## config.mk

```make
export PLATFORM = sky130hd
export DESIGN_NAME = fp16_sgn_pipe_flat
export DESIGN_NICKNAME = d
export VERILOG_FILES = /design/src/rtl/fp16_sgn_pipe_if.sv /design/src/rtl/fp16_sgn_pipe.sv /design/src/flat_wrapper.sv
export SDC_FILE = /design/constraint.sdc
export NUM_CORES = 1
export LEC_CHECK = 0
export ABC_AREA = 1
export BUFFER_PORTS_ARGS = -buffer_cell sky130_fd_sc_hd__buf_2
export CELL_PAD_IN_SITES_DETAIL_PLACEMENT = 1
export CELL_PAD_IN_SITES_GLOBAL_PLACEMENT = 1
export CORE_AREA = 2 2 103 55
export CTS_BUF_LIST = sky130_fd_sc_hd__clkbuf_16
export CTS_CLUSTER_DIAMETER = 60
export DETAILED_ROUTE_END_ITERATION = 6
export DIE_AREA = 0 0 105 57
export GPL_TIMING_DRIVEN = 0
export PLACE_DENSITY = 0.72
export SYNTH_ARGS = -nofsm -noshare
export SYNTH_HDL_FRONTEND = slang
export SYNTH_SLANG_ARGS = --single-unit
export TNS_END_PERCENT = 100
```

## constraint.sdc

```tcl
create_clock -name clk -period 2 [get_ports clk]
set_clock_uncertainty 0.2 [all_clocks]
set_input_delay 0.3 -clock clk [delete_from_list [all_inputs] [get_ports clk]]
set_output_delay 0.3 -clock clk [all_outputs]
set_load 0.02 [all_outputs]
```

## src/rtl/fp16_sgn_pipe_if.sv

```systemverilog
// Request/result handshake bundle for fp16_sgn_pipe.
// master = issuer/consumer side, slave = the sign unit.
interface fp16_sgn_pipe_if #(
  parameter int unsigned TAG_W = 4
);
  logic             i_valid;
  logic             i_ready;
  logic [2:0]       op;
  logic [15:0]      a;
  logic [15:0]      b;
  logic [TAG_W-1:0] i_tag;
  logic             o_valid;
  logic             o_ready;
  logic [15:0]      o;
  logic [TAG_W-1:0] o_tag;
  logic             nv;

  modport master (
    output i_valid, op, a, b, i_tag, o_ready,
    input  i_ready, o_valid, o, o_tag, nv
  );

  modport slave (
    input  i_valid, op, a, b, i_tag, o_ready,
    output i_ready, o_valid, o, o_tag, nv
  );
endinterface

```

## src/rtl/fp16_sgn_pipe.sv

```systemverilog
// Two-stage FP16 sign unit (SGN/ABS/NEG/copysign) with tagged valid/ready flow.
// Define FP16_SGN_NAN_EN for IEEE NaN handling in SGN (qNaN result, nv on sNaN).
module fp16_sgn_pipe #(
  parameter int unsigned TAG_W = 4
) (
  input logic            clk,
  input logic            rst,
  fp16_sgn_pipe_if.slave bus
);
  typedef enum logic [2:0] {
    OP_SGN   = 3'b000,
    OP_ABS   = 3'b001,
    OP_NEG   = 3'b010,
    OP_CPYS  = 3'b011,
    OP_CPYSN = 3'b100,
    OP_CPYSX = 3'b101,
    OP_PASS6 = 3'b110,
    OP_PASS7 = 3'b111
  } op_e;

  logic             s1_v, s2_v;
  logic             s1_adv, s2_adv;
  op_e              s1_op;
  logic [15:0]      s1_a;
  logic             s1_bs;
  logic [TAG_W-1:0] s1_tag;
  logic             s1_zero;
  logic [15:0]      s2_o;
  logic [TAG_W-1:0] s2_tag;
  logic [15:0]      res;
`ifdef FP16_SGN_NAN_EN
  logic             s1_nan, s1_snan;
  logic             s2_nv;
  logic             res_nv;
`endif

  assign s2_adv      = !s2_v || bus.o_ready;
  assign s1_adv      = !s1_v || s2_adv;
  assign bus.i_ready = s1_adv;
  assign bus.o_valid = s2_v;
  assign bus.o       = s2_o;
  assign bus.o_tag   = s2_tag;
`ifdef FP16_SGN_NAN_EN
  assign bus.nv      = s2_nv;
`else
  assign bus.nv      = 1'b0;
`endif

  // Stage-1 payload needs no reset: it is only consumed while s1_v is set.
  always_ff @(posedge clk) begin
    if (s1_adv && bus.i_valid) begin
      s1_op   <= op_e'(bus.op);
      s1_a    <= bus.a;
      s1_bs   <= bus.b[15];
      s1_tag  <= bus.i_tag;
      s1_zero <= (bus.a[14:0] == '0);
`ifdef FP16_SGN_NAN_EN
      s1_nan  <= (bus.a[14:10] == 5'h1F) && (bus.a[9:0] != '0);
      s1_snan <= (bus.a[14:10] == 5'h1F) && (bus.a[9:0] != '0) && !bus.a[9];
`endif
    end
  end

  always_comb begin
    res = s1_a;
`ifdef FP16_SGN_NAN_EN
    res_nv = 1'b0;
`endif
    case (s1_op)
      OP_SGN: begin
        if (s1_zero)
          res = '0;
        else
          res = s1_a[15] ? 16'hBC00 : 16'h3C00;
`ifdef FP16_SGN_NAN_EN
        if (s1_nan) res = 16'h7E00;
        res_nv = s1_snan;
`endif
      end
      OP_ABS:   res = {1'b0, s1_a[14:0]};
      OP_NEG:   res = {~s1_a[15], s1_a[14:0]};
      OP_CPYS:  res = {s1_bs, s1_a[14:0]};
      OP_CPYSN: res = {~s1_bs, s1_a[14:0]};
      OP_CPYSX: res = {s1_a[15] ^ s1_bs, s1_a[14:0]};
      default:  res = s1_a;
    endcase
  end

  always_ff @(posedge clk) begin
    if (rst) begin
      s1_v   <= 1'b0;
      s2_v   <= 1'b0;
      s2_o   <= '0;
      s2_tag <= '0;
`ifdef FP16_SGN_NAN_EN
      s2_nv  <= 1'b0;
`endif
    end else begin
      if (s1_adv) s1_v <= bus.i_valid;
      if (s2_adv) begin
        s2_v <= s1_v;
        if (s1_v) begin
          s2_o   <= res;
          s2_tag <= s1_tag;
`ifdef FP16_SGN_NAN_EN
          s2_nv  <= res_nv;
`endif
        end
      end
    end
  end
endmodule

```

## src/flat_wrapper.sv

```systemverilog
// flat-port wrapper written by rule: the top's interface ports become plain ports
module fp16_sgn_pipe_flat 
#(
  parameter int unsigned TAG_W = 4
)
  (clk, rst, bus_i_valid, bus_op, bus_a, bus_b, bus_i_tag, bus_o_ready, bus_i_ready, bus_o_valid, bus_o, bus_o_tag, bus_nv);
  fp16_sgn_pipe_if #(.TAG_W(TAG_W)) bus_i ();
  input logic clk;
  input logic rst;
  input wire logic [$bits(bus_i.i_valid)-1:0] bus_i_valid;
  input wire logic [$bits(bus_i.op)-1:0] bus_op;
  input wire logic [$bits(bus_i.a)-1:0] bus_a;
  input wire logic [$bits(bus_i.b)-1:0] bus_b;
  input wire logic [$bits(bus_i.i_tag)-1:0] bus_i_tag;
  input wire logic [$bits(bus_i.o_ready)-1:0] bus_o_ready;
  output wire logic [$bits(bus_i.i_ready)-1:0] bus_i_ready;
  output wire logic [$bits(bus_i.o_valid)-1:0] bus_o_valid;
  output wire logic [$bits(bus_i.o)-1:0] bus_o;
  output wire logic [$bits(bus_i.o_tag)-1:0] bus_o_tag;
  output wire logic [$bits(bus_i.nv)-1:0] bus_nv;
  assign bus_i.i_valid = bus_i_valid;
  assign bus_i.op = bus_op;
  assign bus_i.a = bus_a;
  assign bus_i.b = bus_b;
  assign bus_i.i_tag = bus_i_tag;
  assign bus_i.o_ready = bus_o_ready;
  assign bus_i_ready = bus_i.i_ready;
  assign bus_o_valid = bus_i.o_valid;
  assign bus_o = bus_i.o;
  assign bus_o_tag = bus_i.o_tag;
  assign bus_nv = bus_i.nv;
  fp16_sgn_pipe #(.TAG_W(TAG_W)) u_core (.clk(clk), .rst(rst), .bus(bus_i));
endmodule
```

==> impl_metrics.tcl <==
set metrics [dict create \
    status "finished, final reports clean" \
    start_kind "register" \
    critPathCapture "u_core.s1_a[6]$_DFFE_PP_" \
    yosysWarnings 0 \
    clockBufferDepth 2 \
    clock_sink_count 47 \
    leakagePower_nw 1.010 \
    hold_viol_final 0 \
    synth_edf_count 25 \
    finalCriticalPeriod_ns 1.817 \
    cts_setup_buffers 0 \
    start_util 0.3312 \
    ys_types 18 \
    cp.required_ns 1.71 \
    clkSlewWorstSetupHoldPaths_ns 0.06 \
    grt_pass1_vias 1337 \
    cts.htree.levels 2 \
    num_rows 19 \
    worst_path_max_delay_cell "inv_1" \
    die-width_um 105 \
    clk_latency_ns 0.28 \
    hold_slack_ns 0.007996 \
    synth_nets 206 \
    p_comb_frac 0.097 \
    rsz0062_at_grt "no" \
    nFillCells 612 \
    synth_top_area_cell "edfxtp_1" \
    track_usage 0.1442 \
    syn_avg_cell_area_um2 10.53 \
    cts.root.buffer_cell "clkbuf_16" \
    synth_top_area_share 0.4373 \
    drv_cap 0 \
    syn_to_final_growth_pct 33.53 \
    cts_buffers 5 \
    netlist_instances 163 \
    internal_power_mw 1.744 \
    crit_fanout 25 \
    synth_top_flop_cell "edfxtp_1" \
    crit_arrival_ns 1.52 \
    grt_pass1_wl_um 6561 \
    drt_iter0_drc 34 \
    p_clk_frac 0.409 \
    wire_per_inst_um 13.15 \
    synthTopCellsByArea "edfxtp_1 44%, dfxtp_1 26%, a21oi_1 5.2%, nor2_1 5.0%, nand2_1 4.6%" \
    maxSlewViolCount 0 \
    switchingPower_mw 0.4956 \
    ys_ff_latch 47 \
    async_flop_share 0 \
    setup_tns_ns 0 \
    diodes 0 \
    path_depth 3 \
    p_per_area_nw_per_um2 977.1 \
    drive_above_1_share 0.2996 \
    ir_drop_mv 0.3771 \
    fp.dieH_um 57 \
    place_ws_ns 0.04274 \
    rr_worst_depth 3 \
    fin_crit_sh 0.9084 \
    max_stage_delay_ns 0.70 \
    dr.pass1.iters 4 \
    ys_seq_area_frac 0.6939 \
    pwr-share-seq 0.494 \
    grt_max_degree 26 \
    fin_ws_ns 0.1831 \
    antenna_found_initial 0 \
    syn_area_um2 1717 \
    synth_common_cells "25 x edfxtp_1, 23 x nor2_1, 22 x dfxtp_1" \
    min_path_type "input pin to register" \
    drc 0 \
    nNetsFinal 269 \
    drt-vias-per-instance 4.377 \
    crit_path_start "u_core.bus.o_valid$_SDFFE_PP0P_" \
    hpwl_um 2947 \
    crit_family "buffers and inverters" \
    ant_nets 0 \
    ioPinCount 66 \
    portBuffers 48 \
    yosysMostFrequentCell "edfxtp_1" \
    critPathBufInv 1 \
    finalSetupViolations 0 \
    max_freq_mhz 550.4 \
    reg2reg_slack_ns 0.18 \
    grt.overflow.total 0 \
    regToRegStartpoint "u_core.bus.o_valid$_SDFFE_PP0P_" \
    globalplace.congestion 0.7117 \
    cts_tree "built" \
    crit_path_end_kind "register" \
    rr_endpoint "u_core.s1_a[6]$_DFFE_PP_" \
    tightest_slew_ns 0.9553 \
    slew_headroom 0.3625 \
    crit_path_cell_trace "nand3_1 -> nand2_1 -> inv_1" \
    critical_path_class "register to register" \
    coreArea_um2 5182 \
    vias 1313 \
    p_sw_frac 0.2213 \
    drt_wl_total_um 3946 \
    die_area_um2 5985 \
]
[power groups by stage]
stage	sequential [mW]	clock, mW	combinational, mW
after CTS	1.11	0.936	0.219
after floorplan	1.16	0	0.0853
after global routing	1.11	0.979	0.243
after detailed placement	1.13	0	0.207
after global placement	1.13	0	0.203
final	1.11	0.916	0.216
[final cells by class]
cell class,count,area [um2],area share
Sequential cell,47,1191,0.5196
Tap cell,73,91.34,0.03985
Clock buffer,5,125.1,0.05459
Timing Repair Buffer,56,320.3,0.1397
Inverter,13,48.80,0.02129
Multi-Input combinational cell,96,436.7,0.1905
Clock inverter,3,38.79,0.01692
Buffer,7,40.04,0.01747
[sequential cells by signal, indices dropped and copies added, names as in the netlist]
| name | count |
|---|---|
| u_core.bus.o_tag | 4 |
| u_core.bus.o | 16 |
| u_core.s1_zero | 1 |
| u_core.s1_a | 16 |
| u_core.s1_v | 1 |
| u_core.bus.o_valid | 1 |
| u_core.s1_tag | 4 |
| u_core.s1_op | 3 |
| u_core.s1_bs | 1 |
[layer usage]
metal	GRT usage	vias to the layer above	routed length (um)
li1	-	677	-
met5	0	-	0
met1	0.2195	590	2169
met3	0.03657	4	223
met4	0.05143	0	44
met2	0.1976	42	1508
[stage by stage]
step                        util  cells  power, mW  area [um2]
after floorplan                -    163      1.243        1717
after global placement    0.3952    284      1.329        2048
after detailed placement  0.3952    284      1.335        2048
final                     0.4423    300      2.240        2292
after CTS                 0.4423    300      2.263        2292
after global routing      0.4423    300      2.335        2292
[kinds of logic after synthesis]
kind of cell,count (synthesis),share of synthesized area
AND/OR/NAND/NOR,57,0.1414
buffers and inverters,20,0.05174
other,1,0.002184
flip-flops,47,0.6939
AO/OA/AOI/OAI,38,0.1108
[cells in the final DEF, fill, tap and decap left out, drive strengths merged]
cell         instances
nor3                 1
clkinv               2
nand4                1
clkbuf               5
o21ai               20
conb                 1
dlygate4sd3          8
nor4                 3
nor2                24
edfxtp              25
dfxtp               22
inv                 13
buf                 55
a21oi               18
nand3                6
nand2               22
bufinv               1
[timing repair]
item / in CTS / in global routing
gates resized for setup: 0 / 0
endpoints found under the hold margin: 8 / 0
hold buffers: 8 / 0
[worst min-delay path by stage]
stage	from	to	depth (start not counted)
6_report	bus_a[14]	u_core.s1_a[14]$_DFFE_PP_	1
5_1_grt	bus_a[7]	u_core.s1_a[7]$_DFFE_PP_	1
4_1_cts	bus_a[7]	u_core.s1_a[7]$_DFFE_PP_	1
3_5_place_dp	u_core.bus.o[12]$_SDFFE_PP0P_	u_core.bus.o[12]$_SDFFE_PP0P_	2
3_3_place_gp	u_core.bus.o[15]$_SDFFE_PP0P_	u_core.bus.o[15]$_SDFFE_PP0P_	2
2_1_floorplan	bus_a[0]	u_core.s1_a[0]$_DFFE_PP_	0
(Power assumes the default switching activity.)
